==> src/rtl/audio_pkg.sv <==
// Shared constants and helpers for the serial-audio receive path.
package audio_pkg;

  localparam int unsigned MODE_LJ  = 0;
  localparam int unsigned MODE_I2S = 1;
  localparam int unsigned FS_FALL  = 0;
  localparam int unsigned FS_RISE  = 1;

  // Width of a counter that must be able to hold the value max_val itself.
  function automatic int unsigned cnt_width(input int unsigned max_val);
    return $clog2(max_val + 1);
  endfunction

endpackage

==> src/rtl/audio_sync_delay.sv <==
// Multi-flop synchroniser/delay line; LRCLK and ADCDAT use identical depths so they stay aligned.
module audio_sync_delay #(
  parameter int unsigned Stages = 2
) (
  input  logic clk_i,
  input  logic rst_ni,
  input  logic d_i,
  output logic q_o
);

  logic [Stages-1:0] chain_q;

  always_ff @(posedge clk_i or negedge rst_ni) begin
    if (!rst_ni) begin
      chain_q <= '0;
    end else begin
      chain_q <= {chain_q[Stages-2:0], d_i};
    end
  end

  assign q_o = chain_q[Stages-1];

endmodule

==> src/rtl/audio_rx_tdm.sv <==
// Serial-audio receiver (I2S / left-justified, stereo or TDM) in the BCLK domain.
module audio_rx_tdm
  import audio_pkg::*;
#(
  parameter int unsigned DATA_W      = 16,
  parameter int unsigned SLOT_W      = 32,
  parameter int unsigned NUM_CH      = 2,
  parameter int unsigned MODE        = 1,
  parameter int unsigned FS_EDGE     = 0,
  parameter int unsigned SYNC_STAGES = 2
) (
  input  logic                     BCLK,
  input  logic                     rst_n,
  input  logic                     LRCLK,
  input  logic                     ADCDAT,
  output logic [NUM_CH*DATA_W-1:0] data,
  output logic                     frame_valid,
  output logic                     locked,
  output logic                     frame_err
);

  localparam int unsigned FrameLen  = NUM_CH * SLOT_W;
  localparam int unsigned CommitPos = (NUM_CH - 1) * SLOT_W + MODE + DATA_W - 1;
  localparam int unsigned CntW      = cnt_width(FrameLen);
  localparam int unsigned OffW      = cnt_width(SLOT_W);
  localparam int unsigned SlotW     = cnt_width(NUM_CH);

  if (SLOT_W < DATA_W + MODE || NUM_CH < 1 || SYNC_STAGES < 2 || MODE > MODE_I2S ||
      FS_EDGE > FS_RISE) begin : gen_bad_params
    $error("audio_rx_tdm: illegal parameter combination");
  end

  logic lr_s, dat_s, lr_q, fs;

  audio_sync_delay #(.Stages(SYNC_STAGES)) u_sync_lr (
    .clk_i  (BCLK),
    .rst_ni (rst_n),
    .d_i    (LRCLK),
    .q_o    (lr_s)
  );

  audio_sync_delay #(.Stages(SYNC_STAGES)) u_sync_dat (
    .clk_i  (BCLK),
    .rst_ni (rst_n),
    .d_i    (ADCDAT),
    .q_o    (dat_s)
  );

  assign fs = (FS_EDGE == FS_RISE) ? (lr_s & ~lr_q) : (~lr_s & lr_q);

  logic [CntW-1:0]   cnt_q, cur_pos;
  logic [OffW-1:0]   off_q, cur_off;
  logic [SlotW-1:0]  slot_q, cur_slot;
  logic              locked_q, locked_d, fv_q, fv_d, fe_q, fe_d;
  logic              in_frame, in_window;
  logic [DATA_W-1:0] shadow_q [NUM_CH];
  logic [DATA_W-1:0] shadow_d [NUM_CH];
  logic [NUM_CH*DATA_W-1:0] data_q, data_d;

  // Position of the bit currently at the end of the sync pipeline; off/slot track pos mod SLOT_W.
  always_comb begin
    cur_pos  = cnt_q;
    cur_off  = off_q;
    cur_slot = slot_q;
    if (fs) begin
      cur_pos  = '0;
      cur_off  = '0;
      cur_slot = '0;
    end else if (cnt_q != CntW'(FrameLen)) begin
      cur_pos = cnt_q + CntW'(1);
      if (off_q == OffW'(SLOT_W - 1)) begin
        cur_off  = '0;
        cur_slot = slot_q + SlotW'(1);
      end else begin
        cur_off = off_q + OffW'(1);
      end
    end
  end

  assign in_frame  = (cur_pos != CntW'(FrameLen));
  assign in_window = in_frame && (int'(cur_off) >= int'(MODE)) &&
                     (int'(cur_off) < int'(MODE + DATA_W));

  always_comb begin
    shadow_d = shadow_q;
    data_d   = data_q;
    for (int unsigned s = 0; s < NUM_CH; s++) begin
      if (in_window && cur_slot == SlotW'(s)) begin
        shadow_d[s] = DATA_W'({shadow_q[s], dat_s});
      end
    end
    fv_d = in_frame && (cur_pos == CntW'(CommitPos)) && locked_q;
    // Commit takes the shadow words including the bit captured this cycle.
    if (fv_d) begin
      for (int unsigned s = 0; s < NUM_CH; s++) begin
        data_d[s*DATA_W +: DATA_W] = shadow_d[s];
      end
    end
    fe_d     = fs && locked_q && (cnt_q != CntW'(FrameLen - 1));
    locked_d = locked_q | fs;
  end

  always_ff @(posedge BCLK or negedge rst_n) begin
    if (!rst_n) begin
      lr_q     <= 1'b0;
      cnt_q    <= '0;
      off_q    <= '0;
      slot_q   <= '0;
      locked_q <= 1'b0;
      fv_q     <= 1'b0;
      fe_q     <= 1'b0;
      data_q   <= '0;
      for (int unsigned s = 0; s < NUM_CH; s++) begin
        shadow_q[s] <= '0;
      end
    end else begin
      lr_q     <= lr_s;
      cnt_q    <= cur_pos;
      off_q    <= cur_off;
      slot_q   <= cur_slot;
      locked_q <= locked_d;
      fv_q     <= fv_d;
      fe_q     <= fe_d;
      data_q   <= data_d;
      shadow_q <= shadow_d;
    end
  end

  assign data        = data_q;
  assign frame_valid = fv_q;
  assign locked      = locked_q;
  assign frame_err   = fe_q;

endmodule

==> config.mk <==
export PLATFORM = sky130hd
export DESIGN_NAME = audio_rx_tdm
export DESIGN_NICKNAME = d
export VERILOG_FILES = /design/src/rtl/audio_pkg.sv /design/src/rtl/audio_sync_delay.sv /design/src/rtl/audio_rx_tdm.sv
export SDC_FILE = /design/constraint.sdc
export NUM_CORES = 1
export LEC_CHECK = 0
export BUFFER_PORTS_ARGS = -buffer_cell sky130_fd_sc_hd__buf_4
export CAP_MARGIN = 10
export CORE_MARGIN = 2
export CORE_UTILIZATION = 43
export DETAILED_ROUTE_END_ITERATION = 7
export SYNTH_ARGS = -nofsm -noshare
export SYNTH_HDL_FRONTEND = slang
export SYNTH_SLANG_ARGS = --single-unit
export TNS_END_PERCENT = 30
==> constraint.sdc <==
create_clock -name BCLK -period 3.5 [get_ports BCLK]
set_input_delay 0.175 -clock BCLK [delete_from_list [all_inputs] [get_ports BCLK]]
set_output_delay 0.175 -clock BCLK [all_outputs]
set_load 0.02 [all_outputs]
==> results.txt <==
The run finished, with violations left. The checks that failed: negative hold slack. The share of power burned in registers is 50.9%. The final routed wire length divided by cell count was 14.92 um. The layout has 835 filler cells. In this run the number of H-tree levels came out at 3.

The die is 100.6 um wide. The clock network power share came out at 27.5%. The setup fix buffers added after clock tree synthesis is 0, and the source-to-sink clock delay at the later pin of the worst-skew pair is 360 ps. For this run, the share of the core covered by cells in the final layout is 50.36%. The standby leakage power came out at 2.114 nW. Summing the areas of all compound-gate instances in the mapped netlist gives 21.41% of the synthesized area.

The logs give 409 for the post-synthesis net count and 54.22% for the register area share after synthesis. Summed over all nets, the switching power comes to 0.8396 mW. The placed instances occupy a cell area of 4400 um^2. The tools report the setup slack of the worst register-to-register path as 430 ps. The tree is rooted in a sky130_fd_sc_hd__clkbuf_8. After synthesis the netlist holds a flip-flop and latch count of 87. Yosys mapped the design onto 53 distinct sky130hd cell types. Setup repair after global routing left no endpoint under its margin.

Yosys mapped a number of flops with a built-in enable equal to 0. The post-cts sizing count was 0; the required time reported for the critical path endpoint was 3720 ps. Classification of the worst-slack hold path: in2async.

After clock tree synthesis, the clock-pin slew on the worst setup and hold paths is 100 ps. The clock drives 87 sinks. In this run the count of I/O pins placed on the die edge is 39.

In this run the deepest clock path goes through 2 buffers. The number of antenna violations at the first check in global routing is 0. The largest fanout on the critical path works out to 17. Setup violations remaining at the end of the flow were counted as 0. Using the TritonRoute via totals, the vias-per-cell ratio works out to 5.404. Among all flip-flop cells after synthesis, the most frequent one is sky130_fd_sc_hd__dfrtp_1.

For this run, the post-layout net count is 445. Net switching is 34.39% of the power. In this run the critical register-to-register path is captured at shadow_q[19]. Time the final worst path needs with I/O delays and setup: 3071 ps. The number of antenna diodes in the final layout is 0. The setup path with the least slack is of type reg2reg. TritonCTS built the clock tree.

The global-route total usage across every layer is 17.35%. The tools report the worst-case hold slack as -18.62 ps. The cell total after placement was 536; the total via count after detailed routing was 2994. The post-route cell area was 4609 um^2. In this run, the number of DRC markers left after iteration 0 of detailed routing was 169.

The worst setup path is launched from a flip-flop. After synthesis, the mean cell area works out to 9.988 um^2. The core region is 9153 um^2. Number of routed nets with antenna violations: 0. Worst setup path endpoint: shadow_q[19].

The signal on the critical path passes through inv_1 -> ha_1 -> nor4bb_4 -> a21oi_1 -> o221ai_1 -> a31oi_1 -> o211ai_4 -> or2_1 -> buf_4 -> o21ai_0. Total negative slack: 0 ps. For this design the ratio of total power to cell area is 529.6 nW/um^2. The run gives 0 as the max-slew violation total from the final report. The floorplan has 35 rows. Summed over all layers, the routed wires come to 8.265 mm. Cells with a size suffix above 1 make up 21.67% of the layout.

Critical path arrival: 3290 ps. Clock tree synthesis inserted a total of 9 buffers. In this run the tool buffered the top-level ports with 38 buffer cells. The count of cells along the worst register-to-register path is 10, and the global placement routability congestion is 0.8101.

For the pre-CTS setup slack, the log shows 464.9 ps. STA classifies the critical path endpoint as a flip-flop. The worst max-slew margin expressed relative to the limit is 28.08%, and the wire length of the first global-routing pass is 14.08 mm. For this run, asynchronously set or reset flops after synthesis account for 100.0%. The tools report the synthesis warning total as 0. After Yosys synthesis, XOR and XNOR cells account for 1.963% of the synthesized area.

The internal portion of the total power is 1.602 mW. Cell count after synthesis: 402. For the via count of the first global-routing pass, the log shows 2772. The post-route clock period utilization is 87.73%, and the first-pass iteration count of the detailed router is 4. Of the total synthesized cell area, the portion taken by full adders, half adders and majority gates is 0.9349%. Across the run, the number of max-cap violations was 0. For the pin with the worst max-slew slack, the measured transition is 1079 ps.

In this run the vertical extent of the chip is 100.6 um. The worst-case IR drop observed on VDD is 0.3273 mV. The run gives 88 as the pin count of the biggest net entering global routing.

The startpoint identified for the worst register-to-register timing path is cnt_q[0]. The tools report the initial core utilization as 43.87%. The number of design rule violations left after detail routing came out at 0. Compared with the post-synthesis result, the final layout area differs by 14.80%. Combinational logic burns 21.7% of the power.

The multiplexer fraction of the synthesized cell area was 1.091%. On the worst path, the slowest cell contributes a delay of 440 ps. After Yosys synthesis, and, or, nand and nor cells account for 13.18% of the synthesized area. The startpoint of the worst setup timing path is cnt_q[0].

Summing internal, switching and leakage power gives 2.441 mW. The logs give 5.274 mm for the sum of net half-perimeters after detailed placement and 0 for the total overflow reported by the global router. The highest attainable clock frequency came out at 325.7 MHz.

After synthesis, the largest family of logic cells by area is compound AO/OA/AOI/OAI gates. Post-synthesis instance area: 4015 um^2. Once routing completed, OpenROAD measured the worst setup slack at 429.4 ps.

The final cell count without fillers is 554, and the die area is 10130 um^2. Clock skew: 17.42 ps. Number of hold-slack violations in the final timing report: 9.

For this design, the slowest cell found on the critical path is sky130_fd_sc_hd__nor4bb_4.
sequential cells by signal (all words and copies together), names as in the netlist, 2 cells and up:
register and flops:
u_sync_lr.chain_q 2, off_q 6, u_sync_dat.chain_q 2, cnt_q 7, data 32, slot_q 2, shadow_q 32
worst min-delay path by stage:
stage,endpoint,slack [ps],startpoint
6_report,data[7],-20,rst_n
5_1_grt,data[10],100,rst_n
4_1_cts,data[7],50,rst_n
3_5_place_dp,u_sync_dat.chain_q[0],290,ADCDAT
3_3_place_gp,u_sync_lr.chain_q[0],280,LRCLK
2_1_floorplan,cnt_q[0],-120,rst_n
power groups by stage:
| stage | combinational (mW) | sequential (mW) | clock [mW] |
|---|---|---|---|
| floorplan | 0.451 | 1.21 | 0 |
| global placement | 0.511 | 1.26 | 0 |
| detailed placement | 0.527 | 1.26 | 0 |
| CTS | 0.530 | 1.24 | 0.698 |
| global route | 0.596 | 1.26 | 0.730 |
| finish | 0.529 | 1.24 | 0.671 |
cells in the final DEF, fill, tap and decap left out, drive strengths merged, types with 2 or more instances in the layout:
cell type and instances:
and3 2, buf 49, ha 3, a21oi 23, inv 40, nor2 45
clkbuf 10, clkinv 3, xnor2 5, mux2i 4, or2 5, nand3 17
nor2b 2, nand2 8, nor3 5, o21ai 67, dlygate4sd3 2, o211ai 4
nand2b 3, xor2 4, dfrtp 87, or4 2, a31oi 35
final cells by class:
type                            count  area [um^2]  share of cell area [%]
Timing Repair Buffer               51        412.9                   8.958
Clock inverter                      6        51.30                   1.113
Clock buffer                       10        137.6                   2.986
Inverter                           38        142.6                   3.094
Multi-Input combinational cell    251         1549                   33.60
Sequential cell                    87         2177                   47.23
Tap cell                          111        138.9                   3.013
critical path, delay by kind of cell, from the launching register on:
family | cells | cell delay (ps)
AND/OR/NAND/NOR | 2 | 750
adder cells (fa/ha/maj) | 1 | 230
buffers and inverters | 2 | 360
AO/OA/AOI/OAI | 5 | 1180
flip-flops | 1 | 420
metal layers:
metal | wire, um | GRT usage (%) | up-vias
met5 | 0 | 0 | -
met4 | 85 | 5.058 | 0
met3 | 243 | 3.537 | 7
met2 | 3768 | 25.03 | 46
met1 | 4168 | 26.37 | 1470
li1 | - | - | 1471
cell usage after synthesis, types with 3 or more instances:
cell type | number | area share (%)
sky130_fd_sc_hd__dfrtp_1 | 87 | 54
sky130_fd_sc_hd__nor2_1 | 44 | 4.1
sky130_fd_sc_hd__o21ai_0 | 42 | 5.2
sky130_fd_sc_hd__inv_1 | 37 | 3.5
sky130_fd_sc_hd__a31oi_1 | 35 | 5.5
sky130_fd_sc_hd__a21oi_1 | 23 | 2.9
sky130_fd_sc_hd__nand3_1 | 17 | 2.1
sky130_fd_sc_hd__o21ai_2 | 17 | 3.7
sky130_fd_sc_hd__buf_2 | 14 | 1.7
sky130_fd_sc_hd__nand2_1 | 8 | 0.75
sky130_fd_sc_hd__o21ai_1 | 8 | 1.0
sky130_fd_sc_hd__xnor2_1 | 5 | 1.1
sky130_fd_sc_hd__clkbuf_1 | 4 | 0.37
sky130_fd_sc_hd__xor2_1 | 4 | 0.87
sky130_fd_sc_hd__buf_1 | 3 | 0.28
sky130_fd_sc_hd__ha_1 | 3 | 0.93
sky130_fd_sc_hd__mux2i_1 | 3 | 0.75
sky130_fd_sc_hd__nand2b_1 | 3 | 0.47
sky130_fd_sc_hd__nor3_1 | 3 | 0.37
sky130_fd_sc_hd__or2_1 | 3 | 0.47
cell families (layout without fill, tap and decap cells):
| family | after synthesis | in the layout |
|---|---|---|
| compound gates | 137 | 137 |
| xor+xnor | 9 | 9 |
| fa+ha+maj | 3 | 3 |
| buf+inv | 64 | 105 |
| flops | 87 | 87 |
| mux | 4 | 4 |
| simple gates | 98 | 98 |
timing repair:
item,in CTS,in global routing
hold endpoints to repair,2,0
hold buffers,2,0
endpoints found under the setup margin,0,0
Note: power is estimated with default switching activity, not from simulation.
